`config.mk`:
```
export PLATFORM = sky130hd
export DESIGN_NAME = mem_port_arbiter_flat
export DESIGN_NICKNAME = d
export VERILOG_FILES = /design/src/rtl/mem_port_arbiter_if.sv /design/src/rtl/mem_port_arbiter.sv /design/src/flat_wrapper.sv
export SDC_FILE = /design/constraint.sdc
export NUM_CORES = 1
export LEC_CHECK = 0
export BUFFER_PORTS_ARGS = -buffer_cell sky130_fd_sc_hd__buf_2
export CAP_MARGIN = 0
export CORE_MARGIN = 4
export CORE_UTILIZATION = 40
export CTS_BUF_LIST = sky130_fd_sc_hd__clkbuf_4 sky130_fd_sc_hd__clkbuf_8
export CTS_CLUSTER_SIZE = 20
export DETAILED_ROUTE_END_ITERATION = 6
export HOLD_SLACK_MARGIN = 0.08
export MAX_ROUTING_LAYER = met4
export PLACE_DENSITY = 0.78
export SLEW_MARGIN = 20
export SYNTH_ARGS = -nofsm -noshare
export SYNTH_HDL_FRONTEND = slang
export SYNTH_SLANG_ARGS = --single-unit
```
`constraint.sdc`:
```
create_clock -name cclk -period 2.35 [get_ports cclk]
set_input_delay 0.235 -clock cclk [delete_from_list [all_inputs] [get_ports cclk]]
set_output_delay 0.235 -clock cclk [all_outputs]
set_load 0.1 [all_outputs]
```
`src/rtl/mem_port_arbiter_if.sv`:
```
// Bus bundle for the unified memory-port arbiter: core port, debug/loader port,
// memory port and status. The arbiter connects through the slave modport; the
// requesters and the memory model connect through the master modport.
//
// Handshake (both requester ports): a requester raises req with we/addr/wdata
// valid and holds req until it sees its one-cycle done pulse. It must drop req
// in the cycle after done, because a req still high in the IDLE cycle that
// follows done is accepted as a new request.
interface mem_port_arbiter_if #(
    parameter int ADDR_W = 32,
    parameter int DATA_W = 32
);
    // core port
    logic              cpu_req;
    logic              cpu_we;
    logic [ADDR_W-1:0] cpu_addr;
    logic [DATA_W-1:0] cpu_wdata;
    logic [DATA_W-1:0] cpu_rdata;
    logic              cpu_done;
    logic              cpu_stall;
    // debug/loader port
    logic              dbg_req;
    logic              dbg_we;
    logic [ADDR_W-1:0] dbg_addr;
    logic [DATA_W-1:0] dbg_wdata;
    logic [DATA_W-1:0] dbg_rdata;
    logic              dbg_done;
    // memory port
    logic              mem_en;
    logic              mem_we;
    logic [ADDR_W-1:0] mem_addr;
    logic [DATA_W-1:0] mem_wdata;
    logic [DATA_W-1:0] mem_rdata;
    // status: busy plus the raw sequencer state for observation
    logic              busy;
    logic [1:0]        fsm_state;

    modport slave (
        input  cpu_req, cpu_we, cpu_addr, cpu_wdata,
        output cpu_rdata, cpu_done, cpu_stall,
        input  dbg_req, dbg_we, dbg_addr, dbg_wdata,
        output dbg_rdata, dbg_done,
        output mem_en, mem_we, mem_addr, mem_wdata,
        input  mem_rdata,
        output busy, fsm_state
    );

    modport master (
        output cpu_req, cpu_we, cpu_addr, cpu_wdata,
        input  cpu_rdata, cpu_done, cpu_stall,
        output dbg_req, dbg_we, dbg_addr, dbg_wdata,
        input  dbg_rdata, dbg_done,
        input  mem_en, mem_we, mem_addr, mem_wdata,
        output mem_rdata,
        input  busy, fsm_state
    );
endinterface

```
`src/rtl/mem_port_arbiter.sv`:
```
// Unified instruction/data memory port arbiter. Shares one memory port between
// the multi-cycle core and the debug/loader port, one transaction at a time,
// through an IDLE -> ISSUE -> WAIT -> DONE sequencer. When both ports request
// in the same IDLE cycle, the port that did not win last time is granted.
// All memory-side strobes and done pulses are registered.
//
// Timing for a request first seen in cycle 0:
//   cycle 1              ISSUE  (mem_en high)
//   cycles 2..1+MEM_LAT  WAIT   (mem_rdata sampled at the end of cycle 1+MEM_LAT)
//   cycle MEM_LAT+2      DONE   (owner's done high, read data already visible)
// MEM_LAT must lie in 1..15 so that MEM_LAT-1 fits the 4-bit wait counter.
module mem_port_arbiter #(
    parameter int ADDR_W  = 32,
    parameter int DATA_W  = 32,
    parameter int MEM_LAT = 2
) (
    input logic cclk,
    input logic rstb,
    mem_port_arbiter_if.slave bus
);

    localparam int CNT_W = 4;

    typedef enum logic [1:0] {
        S_IDLE  = 2'd0,
        S_ISSUE = 2'd1,
        S_WAIT  = 2'd2,
        S_DONE  = 2'd3
    } state_t;

    // owner / last_grant encoding
    localparam logic OWN_CPU = 1'b0;
    localparam logic OWN_DBG = 1'b1;

    state_t             r_state;
    logic               r_last_grant;
    logic               r_owner;
    logic               r_we;
    logic [ADDR_W-1:0]  r_addr;
    logic [DATA_W-1:0]  r_wdata;
    logic [CNT_W-1:0]   r_cnt;
    logic               r_mem_en;
    logic               r_mem_we;
    logic               r_cpu_done;
    logic               r_dbg_done;
    logic [DATA_W-1:0]  r_cpu_rdata;
    logic [DATA_W-1:0]  r_dbg_rdata;

    logic               w_any_req;
    logic               w_grant_dbg;
    logic               w_sel_we;
    logic [ADDR_W-1:0]  w_sel_addr;
    logic [DATA_W-1:0]  w_sel_wdata;

    // Round-robin pick: a lone requester wins; on a tie the debug port wins
    // only if the core was granted last. Reset leaves last_grant at DBG so
    // the core wins the first tie.
    assign w_any_req   = bus.cpu_req | bus.dbg_req;
    assign w_grant_dbg = bus.dbg_req & (~bus.cpu_req | (r_last_grant == OWN_CPU));
    assign w_sel_we    = w_grant_dbg ? bus.dbg_we    : bus.cpu_we;
    assign w_sel_addr  = w_grant_dbg ? bus.dbg_addr  : bus.cpu_addr;
    assign w_sel_wdata = w_grant_dbg ? bus.dbg_wdata : bus.cpu_wdata;

    // Sequencer with registered strobes; single-cycle outputs default low.
    always_ff @(posedge cclk or negedge rstb) begin
        if (!rstb) begin
            r_state      <= S_IDLE;
            r_last_grant <= OWN_DBG;
            r_owner      <= OWN_CPU;
            r_we         <= 1'b0;
            r_addr       <= '0;
            r_wdata      <= '0;
            r_cnt        <= '0;
            r_mem_en     <= 1'b0;
            r_mem_we     <= 1'b0;
            r_cpu_done   <= 1'b0;
            r_dbg_done   <= 1'b0;
            r_cpu_rdata  <= '0;
            r_dbg_rdata  <= '0;
        end else begin
            r_mem_en   <= 1'b0;
            r_mem_we   <= 1'b0;
            r_cpu_done <= 1'b0;
            r_dbg_done <= 1'b0;
            case (r_state)
                S_IDLE: begin
                    if (w_any_req) begin
                        // latch the winner; these stay frozen until the next grant
                        r_owner      <= w_grant_dbg;
                        r_last_grant <= w_grant_dbg;
                        r_we         <= w_sel_we;
                        r_addr       <= w_sel_addr;
                        r_wdata      <= w_sel_wdata;
                        r_mem_en     <= 1'b1;
                        r_mem_we     <= w_sel_we;
                        r_state      <= S_ISSUE;
                    end
                end
                S_ISSUE: begin
                    r_cnt   <= CNT_W'(MEM_LAT - 1);
                    r_state <= S_WAIT;
                end
                S_WAIT: begin
                    if (r_cnt == '0) begin
                        // reads land only in the owner's register; writes leave both alone
                        if (!r_we) begin
                            if (r_owner == OWN_DBG) begin
                                r_dbg_rdata <= bus.mem_rdata;
                            end else begin
                                r_cpu_rdata <= bus.mem_rdata;
                            end
                        end
                        r_cpu_done <= (r_owner == OWN_CPU);
                        r_dbg_done <= (r_owner == OWN_DBG);
                        r_state    <= S_DONE;
                    end else begin
                        r_cnt <= r_cnt - 1'b1;
                    end
                end
                S_DONE: begin
                    r_state <= S_IDLE;
                end
                default: begin
                    r_state <= S_IDLE;
                end
            endcase
        end
    end

    assign bus.mem_en    = r_mem_en;
    assign bus.mem_we    = r_mem_we;
    assign bus.mem_addr  = r_addr;
    assign bus.mem_wdata = r_wdata;
    assign bus.cpu_rdata = r_cpu_rdata;
    assign bus.dbg_rdata = r_dbg_rdata;
    assign bus.cpu_done  = r_cpu_done;
    assign bus.dbg_done  = r_dbg_done;
    // the core freezes its state register while its access is outstanding
    assign bus.cpu_stall = bus.cpu_req & ~r_cpu_done;
    assign bus.busy      = (r_state != S_IDLE);
    assign bus.fsm_state = r_state;

endmodule

```
`src/flat_wrapper.sv`:
```
// flat-port wrapper written by rule: the top's interface ports become plain ports
module mem_port_arbiter_flat 
#(
    parameter int ADDR_W  = 32,
    parameter int DATA_W  = 32,
    parameter int MEM_LAT = 2
)
  (cclk, rstb, bus_cpu_req, bus_cpu_we, bus_cpu_addr, bus_cpu_wdata, bus_cpu_rdata, bus_cpu_done, bus_cpu_stall, bus_dbg_req, bus_dbg_we, bus_dbg_addr, bus_dbg_wdata, bus_dbg_rdata, bus_dbg_done, bus_mem_en, bus_mem_we, bus_mem_addr, bus_mem_wdata, bus_mem_rdata, bus_busy, bus_fsm_state);
  mem_port_arbiter_if #(.ADDR_W(ADDR_W), .DATA_W(DATA_W)) bus_i ();
  input logic cclk;
  input logic rstb;
  input wire logic [$bits(bus_i.cpu_req)-1:0] bus_cpu_req;
  input wire logic [$bits(bus_i.cpu_we)-1:0] bus_cpu_we;
  input wire logic [$bits(bus_i.cpu_addr)-1:0] bus_cpu_addr;
  input wire logic [$bits(bus_i.cpu_wdata)-1:0] bus_cpu_wdata;
  output wire logic [$bits(bus_i.cpu_rdata)-1:0] bus_cpu_rdata;
  output wire logic [$bits(bus_i.cpu_done)-1:0] bus_cpu_done;
  output wire logic [$bits(bus_i.cpu_stall)-1:0] bus_cpu_stall;
  input wire logic [$bits(bus_i.dbg_req)-1:0] bus_dbg_req;
  input wire logic [$bits(bus_i.dbg_we)-1:0] bus_dbg_we;
  input wire logic [$bits(bus_i.dbg_addr)-1:0] bus_dbg_addr;
  input wire logic [$bits(bus_i.dbg_wdata)-1:0] bus_dbg_wdata;
  output wire logic [$bits(bus_i.dbg_rdata)-1:0] bus_dbg_rdata;
  output wire logic [$bits(bus_i.dbg_done)-1:0] bus_dbg_done;
  output wire logic [$bits(bus_i.mem_en)-1:0] bus_mem_en;
  output wire logic [$bits(bus_i.mem_we)-1:0] bus_mem_we;
  output wire logic [$bits(bus_i.mem_addr)-1:0] bus_mem_addr;
  output wire logic [$bits(bus_i.mem_wdata)-1:0] bus_mem_wdata;
  input wire logic [$bits(bus_i.mem_rdata)-1:0] bus_mem_rdata;
  output wire logic [$bits(bus_i.busy)-1:0] bus_busy;
  output wire logic [$bits(bus_i.fsm_state)-1:0] bus_fsm_state;
  assign bus_i.cpu_req = bus_cpu_req;
  assign bus_i.cpu_we = bus_cpu_we;
  assign bus_i.cpu_addr = bus_cpu_addr;
  assign bus_i.cpu_wdata = bus_cpu_wdata;
  assign bus_cpu_rdata = bus_i.cpu_rdata;
  assign bus_cpu_done = bus_i.cpu_done;
  assign bus_cpu_stall = bus_i.cpu_stall;
  assign bus_i.dbg_req = bus_dbg_req;
  assign bus_i.dbg_we = bus_dbg_we;
  assign bus_i.dbg_addr = bus_dbg_addr;
  assign bus_i.dbg_wdata = bus_dbg_wdata;
  assign bus_dbg_rdata = bus_i.dbg_rdata;
  assign bus_dbg_done = bus_i.dbg_done;
  assign bus_mem_en = bus_i.mem_en;
  assign bus_mem_we = bus_i.mem_we;
  assign bus_mem_addr = bus_i.mem_addr;
  assign bus_mem_wdata = bus_i.mem_wdata;
  assign bus_i.mem_rdata = bus_mem_rdata;
  assign bus_busy = bus_i.busy;
  assign bus_fsm_state = bus_i.fsm_state;
  mem_port_arbiter #(.ADDR_W(ADDR_W), .DATA_W(DATA_W), .MEM_LAT(MEM_LAT)) u_core (.cclk(cclk), .rstb(rstb), .bus(bus_i));
endmodule
```
; ---- Yosys cells after proc, flatten, opt, wreduce, memory -nomap -nowiden
; Index checks and enable logic that the tools add are counted.
[classes]
n_eq_ne = 6
reduce_logical = 9
muxes = 16
bitwise = 9
addsub = 1
[ops]
columns = operator, count
row1 = $mux W32, 2
row2 = $mux W1, 9
row3 = $pmux W2 S4, 1
row4 = $pmux W4 S2, 1
row5 = $reduce_and A4 Y1, 2
row6 = $reduce_and A2 Y1, 3
row7 = $not A1 Y1, 5
row8 = $eq A2 B2 Y1 const B, 2
row9 = $logic_not A4 Y1, 1
row10 = $mux W2, 2
row11 = $mux W4, 1
row12 = $ne A2 B1 Y1 const B, 2
row13 = $reduce_bool A2 Y1, 2
row14 = $sub A4 B1 Y4 const B, 1
row15 = $and A1 B1 Y1, 2
row16 = $eq A2 B1 Y1 const B, 1
row17 = $logic_not A2 Y1, 1
row18 = $ne A2 B2 Y1 const B, 1
row19 = $or A1 B1 Y1, 2
[word_totals]
output_inout_bits = 136
inputBits = 166
wordCells = 54
reg_bits = 141

; ---- Longest topological paths before layout
; Gate-level depths: netlist of the first run.
[logic_depth]
ltp_word = 6
depth_mapped = 7
mapped_depth_nobuf = 5

; ---- Least setup slack after synthesis of the first run
; Ideal clock, no wire load.
[synth_path]
path_kind = register to register
start = register u_core.r_state[1], in the netlist u_core.bus.fsm_state[1]
end = register u_core.r_dbg_rdata[0], in the netlist u_core.bus.dbg_rdata[0]
synth_period_minus_slack_ps = 2535
path_buffers = 2
setup_slack_ps = -185
setup_ps = 125
arrival_ps = 2409
stages_incl_launch_ff = 7
path_cell_list = dfrtp_1 ha_1 nand4bb_4 or3b_1 buf_2 buf_6 mux2_4
[synth_between]
elab_chain_len = 2
[synth_rtl]
columns = element, line
row1 = "start, declared", mem_port_arbiter.sv:35  ; state_t r_state;
row2 = "start signal, assigned", mem_port_arbiter.sv:67  ; r_state <= S_IDLE;
row3 = "start signal, assigned", mem_port_arbiter.sv:96  ; r_state <= S_ISSUE;
row4 = "start signal, assigned", mem_port_arbiter.sv:101  ; r_state <= S_WAIT;
row5 = $eq A2 B2 Y1, mem_port_arbiter.sv:85  ; case (r_state)
row6 = $reduce_and A4 Y1 (no source line), -
row7 = "end signal, assigned", mem_port_arbiter.sv:108  ; r_dbg_rdata <= bus.mem_rdata;
row8 = "end, declared", mem_port_arbiter.sv:47  ; logic [DATA_W-1:0] r_dbg_rdata;
; Every way passes these cells.
; A chain may end at the register's enable or synchronous reset.

; ---- Final worst setup path of the first run
[layout_path]
start = register u_core.r_last_grant
end = register u_core.r_wdata[19], in the netlist u_core.bus.mem_wdata[19]
[layout_between]
elab_chain_len = 4
[layout_rtl]
columns = element, line
row1 = "start, declared", mem_port_arbiter.sv:36  ; logic r_last_grant;
row2 = "start signal, assigned", mem_port_arbiter.sv:90  ; r_last_grant <= w_grant_dbg;
row3 = $not A1 Y1, mem_port_arbiter.sv:59  ; assign w_grant_dbg = bus.dbg_req & (~bus.cpu_req | (r_last_grant == OWN_CPU));
row4 = $or A1 B1 Y1, mem_port_arbiter.sv:59
row5 = $and A1 B1 Y1, mem_port_arbiter.sv:59
row6 = $mux W32, mem_port_arbiter.sv:62  ; assign w_sel_wdata = w_grant_dbg ? bus.dbg_wdata : bus.cpu_wdata;
row7 = "end signal, assigned", mem_port_arbiter.sv:93  ; r_wdata <= w_sel_wdata;
row8 = "end, declared", mem_port_arbiter.sv:40  ; logic [DATA_W-1:0] r_wdata;
; Every way passes these cells.

==> out/results.ini, run 1 <==
[clocking]
clkLatencyLatePin_ns=0.43
clkSinkCount=141
post_cts_buffers=0
cts-root-buf=clkbuf_8
htree_levels=4
tritoncts=done
path_clk_slew_ns=0.08
cts_resized=0
clk_path_buf_depth=2
numCtsBuffers=17

[place]
port_buffers=301
dpl.cell_count=940
post-place-ws_ns=0.240
dpl.hpwl_um=11700
gp_congestion=0.800

[yosys]
synth_area_mm2=0.00605
yosys_warnings=0
ys_async_sr_fraction=1.00
ys.flop_type=dfrtp_1
synth.avg_cell_area_um2=12.8
ys_seq_area_frac=0.583
synth_cell_types=35
syn_nets=644
synth_cells=474
synth-edff-count=0
ys_seq_elements=141

[die]
die-area_mm2=0.0172
coreArea_mm2=0.0147
start_util=0.412
io_pins=302
fp.dieH_um=131
die_x_um=131
num_rows=44

[worst_setup_path]
reg2reg_from=u_core.r_last_grant$_DFFE_PN1P_
crit_fanout=27
critPathArrivalTime_ns=2.52
r2r_cells=5
worst-path-stages=5
crit_path_end=u_core.bus.mem_wdata[19]$_DFFE_PN0P_
cp.required_ns=2.66
slowest_stage=dlygate4sd3_1
crit_chain=a21bo_4 > buf_12 > mux2i_1 > dlygate4sd3_1 > o21ai_0
cp-end-kind=flop
startpoint=u_core.r_last_grant$_DFFE_PN1P_
cp_slowest_stage_delay_ns=0.58
crit_type=reg2reg
rr_endpoint=u_core.bus.mem_wdata[19]$_DFFE_PN0P_
ff2ff_setup_slack_ns=0.14
worstPathBufferInverterCount=2
critical_path.top_delay_family=buffers and inverters
critPathLaunchType=flop

[timing]
fin_setup_tns_ns=0
maxSlewHeadroom=0.632
post-route-period-util=0.941
layout_min_cycle_time_ns=2.21
slew_viol_final=0
hold_ws_ns=0.111
max_freq_ghz=0.452
finClkSkew_ns=0.0170
worst_pin_slew_ns=0.553
final_hold_viol_count=0
setup_ws_ns=0.138
finalSetupViolations=0
rsz0062_at_grt=false

[grt]
met1_usage=0.236
gr-total-overflow=0
grt_max_degree=88
grtUsageMet3=0.0618
grtUsageTotal=0.208
grt-busiest-layer=met2
grt_antenna_before_repair=0
met2_usage=0.350
grt_pass1_vias=5394
grt_first_pass_wirelength_um=26900

[finish]
final_common_cell=buf_2
fillers=1116
ff_latch_area_mm2=0.00353
area_growth_pct=53.7
final_cell_mix=300 x buf_2, 138 x dfrtp_1, 101 x dlygate4sd3_1
multiInputGateArea_mm2=0.00238
drive_gt1_frac=0.468
nets=1046
final-instance-count-excl-fill=1074

[drt]
routed_via_density=4.77
detail_route.drc_violations=0
num_vias=5124
drtIter0Drc=231
wl_um=18000
drt_pass1_iterations=4
ant_nets=0
wire_per_inst_um=16.7

[job]
maxCapViolCount=0

[hold_path]
hp-class=in2reg

[outcome]
status=finished clean

-- stage by stage --
stage | utilization | area (um^2)
floorplan | - | 6060
global placement | 0.533 | 7830
detailed placement | 0.533 | 7830
CTS | 0.633 | 9300
global route | 0.633 | 9300
finish | 0.633 | 9300
-- sequential cells by signal, indices dropped and copies added, names as in the netlist --
signal                cells
u_core.bus.dbg_done       1
u_core.bus.mem_we         1
u_core.bus.cpu_rdata     32
u_core.r_we               1
u_core.bus.fsm_state      2
u_core.r_cnt              4
u_core.bus.cpu_done       1
u_core.bus.mem_addr      32
u_core.r_owner            1
u_core.r_last_grant       1
u_core.bus.mem_wdata     32
u_core.bus.dbg_rdata     32
u_core.bus.mem_en         1
-- Yosys cell counts (2+ instances only) --
master	number	area share
mux2_2	32	0.060
mux2_1	3	0.0056
inv_1	6	0.0037
nor2_1	3	0.0019
o21ai_0	69	0.057
mux2i_1	65	0.11
clkbuf_1	16	0.0099
ha_1	4	0.0083
nor2b_1	2	0.0021
nor3b_1	2	0.0025
buf_2	11	0.0091
a21oi_1	2	0.0017
buf_6	3	0.0056
mux2_4	30	0.074
dfrtp_1	140	0.58
nand2_1	67	0.042
-- layout make-up --
cell class / count / area share
flip-flops and latches: 141 / 0.380
repair buffers: 413 / 0.288
multi-input cells: 297 / 0.256
clock buffers: 18 / 0.0266
well taps: 184 / 0.0247
clock inverters: 14 / 0.0223
inverters: 6 / 0.00242
diodes: 1 / 0.000269
-- how the worst min path moves through the flow --
stage	from	to	slack, ns	depth (start not counted)
after floorplan	rstb	u_core.bus.cpu_done$_DFF_PN0_	-0.06	0
after global placement	rstb	u_core.bus.cpu_rdata[16]$_DFFE_PN0P_	0.24	1
after detailed placement	rstb	u_core.bus.cpu_rdata[16]$_DFFE_PN0P_	0.24	1
after CTS	bus_cpu_addr[12]	u_core.bus.mem_addr[12]$_DFFE_PN0P_	0.08	3
after global routing	bus_dbg_wdata[16]	u_core.bus.mem_wdata[16]$_DFFE_PN0P_	0.08	3
final	bus_dbg_wdata[16]	u_core.bus.mem_wdata[16]$_DFFE_PN0P_	0.11	3
-- tightest hold or removal path: stages --
cell	delay, ns
buf_2	0.07
mux2i_1	0.06
o21ai_0	0.13
-- logic make-up after synthesis --
group / count (synthesis) / synth area share
AOI/OAI and AO/OA: 78 / 0.0680
xor gates and xnor gates: 1 / 0.00145
adders and majority gates: 4 / 0.00827
buffers and inverters: 36 / 0.0283
DFF: 141 / 0.583
muxes: 130 / 0.247
and+or+nand+nor: 84 / 0.0639
-- timing repair --
| action | CTS | global route |
|---|---|---|
| endpoints found under the setup margin | 0 | 0 |
| hold buffers | 101 | 0 |
| endpoints found under the hold margin | 158 | 0 |
-- layer usage --
| layer | vias to the layer above | wire length, um |
|---|---|---|
| met2 | 244 | 8900 |
| met4 | 0 | 391 |
| li1 | 2452 | - |
| met1 | 2400 | 7120 |
| met5 | - | 0 |
| met3 | 28 | 1550 |
Power of run 1 is not shown: default switching activity piles up to over one toggle a cycle in this logic, so the estimate is an artifact.
==> inputs of run 2 (changes only) <==
--- a/config.mk
+++ b/config.mk
@@ -15,6 +15,8 @@
 export HOLD_SLACK_MARGIN = 0.08
 export MAX_ROUTING_LAYER = met4
 export PLACE_DENSITY = 0.78
+export RECOVER_POWER = 25
+export SETUP_SLACK_MARGIN = 0.2
 export SLEW_MARGIN = 20
 export SYNTH_ARGS = -nofsm -noshare
 export SYNTH_HDL_FRONTEND = slang
==> out/results.ini, run 2 (same netlist as run 1, synthesis figures left out) <==
[outcome]
status=finished clean

[finish]
area_growth_pct=55.0
drive_gt1_frac=0.470  ; +0.00225
final_common_cell=buf_2
final_cell_mix=300 x buf_2, 138 x dfrtp_1, 101 x dlygate4sd3_1
final-instance-count-excl-fill=1073  ; -0.093%
diodes=0  ; -1
nets=1046  ; unchanged

[hold_path]
hp-class=in2reg

[timing]
worst_pin_slew_ns=1.23  ; +0.680 ns
layout_min_cycle_time_ns=2.06  ; -0.153 ns
post-route-period-util=0.876  ; -0.0651
max_freq_ghz=0.486  ; +7.4%
rsz0062_at_grt=true
slew_viol_final=0  ; unchanged
finalSetupViolations=0  ; unchanged
finClkSkew_ns=0.0120  ; -0.00503 ns
fin_setup_tns_ns=0  ; unchanged
final_hold_viol_count=0  ; unchanged
maxSlewHeadroom=0.178  ; -0.453

[worst_setup_path]
crit_path_end=u_core.bus.mem_wdata[1]$_DFFE_PN0P_
cp-end-kind=flop
crit_type=reg2reg
crit_fanout=26  ; -3.7%
rr_endpoint=u_core.bus.mem_wdata[1]$_DFFE_PN0P_
critical_path.top_delay_family=buffers and inverters
crit_chain=a21bo_4 > buf_16 > mux2i_1 > dlygate4sd3_1 > o21ai_0
cp_slowest_stage_delay_ns=0.58  ; about the same
worstPathBufferInverterCount=2  ; unchanged
slowest_stage=dlygate4sd3_1
critPathLaunchType=flop
cp.required_ns=2.65  ; about the same
worst-path-stages=5  ; unchanged
startpoint=u_core.r_last_grant$_DFFE_PN1P_
critPathArrivalTime_ns=2.35  ; -0.17 ns
reg2reg_from=u_core.r_last_grant$_DFFE_PN1P_
r2r_cells=5  ; unchanged
ff2ff_setup_slack_ns=0.29  ; +0.15 ns

[die]
num_rows=44  ; unchanged
io_pins=302  ; unchanged
fp.dieH_um=131  ; unchanged
coreArea_mm2=0.0147  ; unchanged
start_util=0.412  ; unchanged
die-area_mm2=0.0172  ; unchanged
die_x_um=131  ; unchanged

[clocking]
cts-root-buf=clkbuf_8
post_cts_buffers=0  ; unchanged
path_clk_slew_ns=0.08  ; about the same
clkLatencyLatePin_ns=0.43  ; about the same
htree_levels=4  ; unchanged
numCtsBuffers=17  ; unchanged
tritoncts=done
clk_path_buf_depth=2  ; unchanged
clkSinkCount=141  ; unchanged

[drt]
detail_route.drc_violations=0  ; unchanged
wl_met1_um=7140  ; +0.28%
routed-wl-met3_um=1680  ; +8.2%
drtIter0Drc=184  ; -20%
wl_um=18300  ; +1.7%
num_vias=5167  ; +0.84%
drt_pass1_iterations=4  ; unchanged
dr_wl_met2_um=9020  ; +1.4%
routed_via_density=4.82  ; +0.93%
wire_per_inst_um=17.0  ; +1.8%
ant_nets=0  ; unchanged
maxUsedRoutingLayer=met4

[place]
dpl.cell_count=938  ; -0.21%
port_buffers=301  ; unchanged
dpl.hpwl_um=11500  ; -0.99%
gp_congestion=0.755  ; -5.6%

[grt]
grt_pass1_vias=5422  ; +0.52%
grt_first_pass_wirelength_um=27300  ; +1.5%
gr-total-overflow=0  ; unchanged
grt_antenna_before_repair=0  ; unchanged
grt_max_degree=75  ; -15%
grtUsageTotal=0.211  ; +0.00263

[job]
maxCapViolCount=0  ; unchanged

## run 2: cell types whose count changed in the layout (fill, tap and decap cells not counted), sizes merged
cell      before  now
diode          1    0
clkinv         6    4
bufinv         4    5
clkbuf        18   21
clkinvlp       0    1
buf          312  309
## run 2: repair_timing
item                       in CTS  in global routing
setup endpoints to repair       0                 54
hold endpoints to repair      242                  1
hold buffers                  100                  1
gates resized for setup         0                  3
## run 2: area by class of cell
cell class	instances	area (um^2)
Timing Repair Buffer	413	2730
Multi-Input combinational cell	297	2390
Tap cell	184	230
Clock buffer	18	248
Fill cell	1069	5310
Inverter	6	22.5
Sequential cell	141	3540
Clock inverter	14	233
## run 2: how the worst min path moves through the flow
| stage | start | end | slack [ns] | cells after the start |
|---|---|---|---|---|
| after global routing | bus_dbg_addr[14] | u_core.bus.mem_addr[14]$_DFFE_PN0P_ | 0.08 | 3 |
| after CTS | bus_dbg_addr[1] | u_core.bus.mem_addr[1]$_DFFE_PN0P_ | 0.08 | 3 |
| after detailed placement | rstb | u_core.bus.dbg_rdata[18]$_DFFE_PN0P_ | 0.09 | 1 |
| after global placement | rstb | u_core.bus.dbg_rdata[11]$_DFFE_PN0P_ | 0.09 | 1 |
| after floorplan | rstb | u_core.bus.cpu_done$_DFF_PN0_ | -0.06 | 0 |
| final | bus_dbg_addr[11] | u_core.bus.mem_addr[11]$_DFFE_PN0P_ | 0.11 | 3 |
## run 2: layer usage
metal  GRT usage  vias up
met1       0.245     2399
met3      0.0626       36
met2       0.344      267
li1            -     2465
met4      0.0841        0
met5           -        -
## run 2: through the flow
step / util / worst slack [ns] / hold slack [ns] / cell area [um^2]
global placement: 0.533 / 0.288 / 0.0943 / 7840
global route: 0.638 / 0.191 / 0.0807 / 9390
finish: 0.638 / 0.291 / 0.111 / 9390
detailed placement: 0.533 / 0.235 / 0.0939 / 7840
CTS: 0.634 / 0.215 / 0.0801 / 9320
floorplan: - / 0.208 / -0.0606 / 6070
## run 2: worst reg2reg max path, delay by kind of cell (launching register included)
family / cells / cell delay, ns
compound gates: 2 / 0.32
mux: 1 / 0.22
flops: 1 / 0.56
buf+inv: 2 / 0.82
Power of run 2 is left out for the same reason.
